$ cat config.mk
export PLATFORM = sky130hd
export DESIGN_NAME = mem_port_arbiter
export DESIGN_NICKNAME = d
export VERILOG_FILES = /design/src/rtl/mem_port_arbiter_pkg.sv /design/src/rtl/arb_latency_counter.sv /design/src/rtl/mem_port_arbiter.sv
export SDC_FILE = /design/constraint.sdc
export NUM_CORES = 1
export LEC_CHECK = 0
export ABC_AREA = 1
export BUFFER_PORTS_ARGS = -buffer_cell sky130_fd_sc_hd__buf_2
export CORE_MARGIN = 2
export CORE_UTILIZATION = 48
export DETAILED_ROUTE_END_ITERATION = 7
export GPL_TIMING_DRIVEN = 0
export PLACE_DENSITY = 0.82
export SYNTH_ARGS = -nofsm -noshare
export SYNTH_HDL_FRONTEND = slang
export SYNTH_HIERARCHICAL = 1
export SYNTH_SLANG_ARGS = --single-unit
$ cat constraint.sdc
create_clock -name clk -period 2 [get_ports clk]
set_input_delay 0.1 -clock clk [delete_from_list [all_inputs] [get_ports clk]]
set_output_delay 0.1 -clock clk [all_outputs]
set_load 0.02 [all_outputs]
$ cat src/rtl/mem_port_arbiter_pkg.sv
// Shared types and limits for the unified-memory port arbiter.
// Holds the FSM state encoding, the owner encoding and the latency counter sizing.
package mem_port_arbiter_pkg;

  typedef enum logic [1:0] {
    ARB_IDLE   = 2'd0,
    ARB_ACCESS = 2'd1,
    ARB_RESP   = 2'd2
  } arb_state_t;

  typedef enum logic {
    OWN_CPU = 1'b0,
    OWN_LD  = 1'b1
  } owner_t;

  localparam int CNT_W       = 4;
  localparam int MEM_LAT_MIN = 1;
  localparam int MEM_LAT_MAX = 15;

  // Out-of-range latencies are pulled back into the range the counter can hold.
  function automatic int clamp_latency(input int lat);
    if (lat < MEM_LAT_MIN) return MEM_LAT_MIN;
    if (lat > MEM_LAT_MAX) return MEM_LAT_MAX;
    return lat;
  endfunction

endpackage

$ cat src/rtl/arb_latency_counter.sv
// Down-counter that times the memory access phase of one transaction.
// Ports: clk, reset (sync, active-high), load/load_val, dec, zero flag.
module arb_latency_counter
  import mem_port_arbiter_pkg::*;
(
  input  logic             clk,
  input  logic             reset,
  input  logic             load,
  input  logic [CNT_W-1:0] load_val,
  input  logic             dec,
  output logic             zero
);

  logic [CNT_W-1:0] count;

  always_ff @(posedge clk) begin
    if (reset) begin
      count <= '0;
    end else if (load) begin
      count <= load_val;
    end else if (dec && (count != '0)) begin
      count <= count - 1'b1;
    end
  end

  assign zero = (count == '0);

endmodule

$ cat src/rtl/mem_port_arbiter.sv
// Arbitrates the single-port unified memory between the CPU and the loader.
// Ports: cpu_* and ld_* requester sets, mem_* macro interface, busy, owner.
module mem_port_arbiter
  import mem_port_arbiter_pkg::*;
#(
  parameter int ADDR_W      = 32,
  parameter int DATA_W      = 32,
  parameter int MEM_LATENCY = 2,
  parameter int LD_PRIORITY = 0
) (
  input  logic              clk,
  input  logic              reset,
  input  logic              cpu_req,
  input  logic              cpu_we,
  input  logic [ADDR_W-1:0] cpu_addr,
  input  logic [DATA_W-1:0] cpu_wdata,
  output logic              cpu_ack,
  output logic [DATA_W-1:0] cpu_rdata,
  input  logic              ld_req,
  input  logic              ld_we,
  input  logic [ADDR_W-1:0] ld_addr,
  input  logic [DATA_W-1:0] ld_wdata,
  output logic              ld_ack,
  output logic [DATA_W-1:0] ld_rdata,
  output logic              mem_en,
  output logic              mem_we,
  output logic [ADDR_W-1:0] mem_addr,
  output logic [DATA_W-1:0] mem_wdata,
  input  logic [DATA_W-1:0] mem_rdata,
  output logic              busy,
  output logic              owner
);

  localparam int LAT = clamp_latency(MEM_LATENCY);
  localparam logic [CNT_W-1:0] LAT_M1 = CNT_W'(LAT - 1);

  arb_state_t state;
  owner_t     own;
  owner_t     last_grant;
  owner_t     pick;
  logic       any_req;
  logic       cnt_zero;

  assign any_req = cpu_req | ld_req;
  assign busy    = (state != ARB_IDLE);
  assign owner   = own;

  // Ties go to the loader when it has priority, else to whoever
  // was not served last.
  always_comb begin
    pick = OWN_CPU;
    unique case (1'b1)
      cpu_req && ld_req: begin
        if (LD_PRIORITY != 0) pick = OWN_LD;
        else if (last_grant == OWN_LD) pick = OWN_CPU;
        else pick = OWN_LD;
      end
      ld_req && !cpu_req: pick = OWN_LD;
      default: pick = OWN_CPU;
    endcase
  end

  arb_latency_counter u_cnt (
    .clk      (clk),
    .reset    (reset),
    .load     ((state == ARB_IDLE) && any_req),
    .load_val (LAT_M1),
    .dec      (state == ARB_ACCESS),
    .zero     (cnt_zero)
  );

  always_ff @(posedge clk) begin
    if (reset) begin
      state      <= ARB_IDLE;
      own        <= OWN_CPU;
      last_grant <= OWN_LD;
      cpu_ack    <= 1'b0;
      ld_ack     <= 1'b0;
      mem_en     <= 1'b0;
      mem_we     <= 1'b0;
      mem_addr   <= '0;
      mem_wdata  <= '0;
      cpu_rdata  <= '0;
      ld_rdata   <= '0;
    end else begin
      cpu_ack <= 1'b0;
      ld_ack  <= 1'b0;
      unique case (state)
        ARB_IDLE: begin
          if (any_req) begin
            own    <= pick;
            mem_en <= 1'b1;
            if (pick == OWN_LD) begin
              mem_we    <= ld_we;
              mem_addr  <= ld_addr;
              mem_wdata <= ld_wdata;
            end else begin
              mem_we    <= cpu_we;
              mem_addr  <= cpu_addr;
              mem_wdata <= cpu_wdata;
            end
            state <= ARB_ACCESS;
          end
        end
        ARB_ACCESS: begin
          if (cnt_zero) begin
            mem_en <= 1'b0;
            mem_we <= 1'b0;
            if (own == OWN_LD) begin
              ld_ack <= 1'b1;
              if (!mem_we) ld_rdata <= mem_rdata;
            end else begin
              cpu_ack <= 1'b1;
              if (!mem_we) cpu_rdata <= mem_rdata;
            end
            last_grant <= own;
            state      <= ARB_RESP;
          end
        end
        ARB_RESP: state <= ARB_IDLE;
        default:  state <= ARB_IDLE;
      endcase
    end
  end

endmodule

==> results_dict.tcl <==
set metrics [dict create \
    run_status "completed" \
    drv_cap 0 \
    worstHoldEndpoint "mem_addr[29]" \
    ys_seq_area_share_pct 41.0 \
    postRouteAntennaNets 0 \
    first_pass_iters 6 \
    crit_type "reg2reg" \
    vias_per_cell 4.49 \
    cp_top_family "simple AND/OR/NAND/NOR gates" \
    tightestPinTransition_ns 0.527 \
    port-buffer-count 299 \
    power_frac_comb_pct 31.5 \
    layout-drive-gt1-share_pct 25.1 \
    insertion_delay_ns 0.41 \
    r2r-start "u_cnt/count[0]" \
    vias 7741 \
    final_nets 1699 \
    grt_pass1_vias 6965 \
    fin_util_pct 71.4 \
    total_power_w 0.00969 \
    cts_buffer_depth 2 \
    cts_inserted_buffers 17 \
    hold_depth 5 \
    hp-class "in2reg" \
    dieArea_sq_um 15200 \
    p_int_w 0.00632 \
    r2r_cells 10 \
    fmax_mhz 539 \
    r2r-end "cpu_rdata[26]" \
    synth_largest_area_cell "dfxtp_1" \
    antenna_found_initial 1 \
    power.switching_w 0.00336 \
    clockPowerShare_pct 33.3 \
    pin_count 300 \
    synth_warnings 6 \
    min_period_ns 1.86 \
    tns_ns 0 \
    grt.overflow.total 0 \
    grt_max_degree 17 \
    tritoncts "done" \
    track_usage_pct 27.3 \
    grt_setup_unrepaired "false" \
    path_buf_inv 3 \
    powerDensity_nw_per_um2 977 \
    die_x_microns 123 \
    leakage_nw 5.83 \
    drc_errors 0 \
    gp_congestion 0.882 \
    antenna_cells 0 \
    final.setup_skew_ns 0.00546 \
    row_count 43 \
    relSlewSlack_pct 64.9 \
    required_ns 2.31 \
    cts.sinks 140 \
    wirelength_microns 21700 \
    vdd_drop_max_uv 599 \
    drv_slew 0 \
    yosys-top-cells-area "dfxtp_1 41%, nand2_1 22%, nor2_1 18%" \
    synth-seq-cells 140 \
    clockRootBuffer "clkbuf_16" \
    synth_cell_types 29 \
    crit_fanout 10 \
    drtIter0Drc 308 \
    slowest_delay_ns 0.32 \
    cpMaxStageDelayCell "dfxtp_1" \
    cp.arrival_ns 2.17 \
    p_seq_share_pct 35.2 \
    finalSetupViolCount 0 \
    die-height_microns 123 \
    core_area_sq_um 13900 \
    path_clk_slew_ns 0.06 \
    fin_crit_sh_pct 92.8 \
    min_from "cpu_addr[29]" \
    synth_top_area_share_pct 41.0 \
    initial_core_util_pct 49.2 \
    crit_path_end_kind "register" \
    synthCells 1138 \
    wl_per_cell_microns 12.6 \
    hpwl_microns 15100 \
    cp-start-kind "register" \
    areaGrowthSynthToFinish_pct 45.0 \
    htreeDepth 4 \
    r2r_setup_slack_ns 0.14 \
    switching_share_pct 34.7 \
    grt_pass1_wl_microns 32400 \
    syn_avg_cell_area_sq_um 6.01 \
    cp_cell_sequence "inv_1, ha_1, nand3_2, inv_1, nand3_4, nor2_8, buf_6, nand2_1, nand2_1, nor2_1" \
    hold_violations 0 \
    synth_area_sq_um 6840 \
]
-- cell usage after synthesis --
cell / instances
nand3_1: 5
inv_1: 170
a21oi_1: 4
buf_4: 10
nand2_1: 404
o21ai_2: 1
clkinv_1: 1
buf_2: 21
clkinv_2: 1
nor2_4: 1
buf_6: 13
o21ai_0: 4
nor2_8: 2
buf_1: 1
o22ai_1: 1
conb_1: 2
ha_1: 1
a21oi_2: 1
nand3_4: 1
nor2_1: 335
inv_2: 3
clkbuf_1: 9
nor3_1: 1
xor2_1: 1
or2_0: 1
nand2_2: 1
dfxtp_1: 140
nand3_2: 1
nand2_4: 2
-- how the worst max path moves through the flow --
| stage | slack (ns) | from | endpoint | cells past startpoint |
|---|---|---|---|---|
| CTS | 0.14 | u_cnt/count[0] | cpu_rdata[26] | 10 |
| floorplan | 0.44 | u_cnt/count[0] | ld_rdata[0] | 10 |
| global route | 0.02 | u_cnt/count[0] | cpu_rdata[26] | 10 |
| global placement | 0.19 | u_cnt/count[0] | cpu_rdata[26] | 10 |
| detailed placement | 0.16 | u_cnt/count[0] | cpu_rdata[27] | 10 |
| finish | 0.14 | u_cnt/count[0] | cpu_rdata[26] | 10 |
-- power by group through the flow --
stage	Sequential [W]	Clock, W	Combinational [W]
5_1_grt	0.00345	0.00341	0.00338
3_5_place_dp	0.00346	0	0.00290
3_3_place_gp	0.00344	0	0.00287
6_report	0.00341	0.00322	0.00305
2_1_floorplan	0.00390	0	0.00153
4_1_cts	0.00341	0.00327	0.00303
-- state kept, by name, summed over array words and instances, names as in the netlist --
signal,flops
ld_rdata,32
mem_addr,32
mem_wdata,32
mem_we,1
ld_ack,1
mem_en,1
cpu_rdata,32
u_cnt/count,4
cpu_ack,1
last_grant,1
state,2
owner,1
-- worst register-to-register path, delay by kind of cell (launching register included) --
| family | cells | cell delay [ns] |
|---|---|---|
| flops | 1 | 0.32 |
| fa+ha+maj | 1 | 0.21 |
| simple gates | 6 | 0.79 |
| buf+inv | 3 | 0.43 |
-- final cells by class --
type	instances	area [sq um]
repair buffers	373	2240
plain buffers	54	364
well taps	180	225
fillers	1111	3970
multi-input cells	771	3020
inverters	175	658
clock inverters	13	169
clock buffers	18	439
flip-flops and latches	140	2800
-- through the flow --
step                      instances  setup WS [ns]  cell area, sq um  hold WS (ns)
after floorplan                1140          0.444              6840         0.162
after global placement         1619          0.187              8560         0.391
after detailed placement       1619          0.159              8560         0.395
after CTS                      1724          0.138              9910     0.0000101
after global routing           1724         0.0207              9910       0.00348
final                          1724          0.143              9910       0.00916
-- cells in the final DEF, fill, tap and decap left out, types with 2 or more instances in the layout --
cell           instances
clkinv_2               3
nand2_4                2
nor2_8                 2
a21oi_1                4
clkinvlp_4             3
dfxtp_1              140
clkinv_4               4
bufinv_16              3
nand3_1                5
dlygate4sd3_1         74
inv_2                  3
buf_6                 13
buf_2                320
clkbuf_1               9
clkbuf_16             17
nor2_1               335
buf_4                 10
o21ai_0                4
nand2_1              404
conb_1                 4
inv_1                170
-- logic make-up after synthesis --
family	count (synthesis)	synth area share, %
AOI/OAI and AO/OA	11	0.934
xor gates and xnor gates	1	0.128
DFF	140	41.0
and+or+nand+nor	754	42.7
other	2	0.110
buffers and inverters	229	15.0
adders and majority gates	1	0.183
-- layer usage --
metal  share of wire [%]  routed length (microns)  vias to the layer above  global-route usage [%]
met1                  38                     8260                     3339                    28.6
met4                 2.1                      460                        2                    10.0
met2                  52                    11200                      333                    50.9
li1                    -                        -                     4028                       -
met3                 8.1                     1760                       39                    8.49
met5               0.032                        7                        -                       0
-- what timing repair did --
| action | 4_1_cts | 5_1_grt |
|---|---|---|
| endpoints found under the hold margin | 92 | 0 |
| buffers inserted | 0 | 0 |
| gates resized for setup | 0 | 0 |
| hold buffers | 74 | 0 |
(Power assumes the default switching activity.)
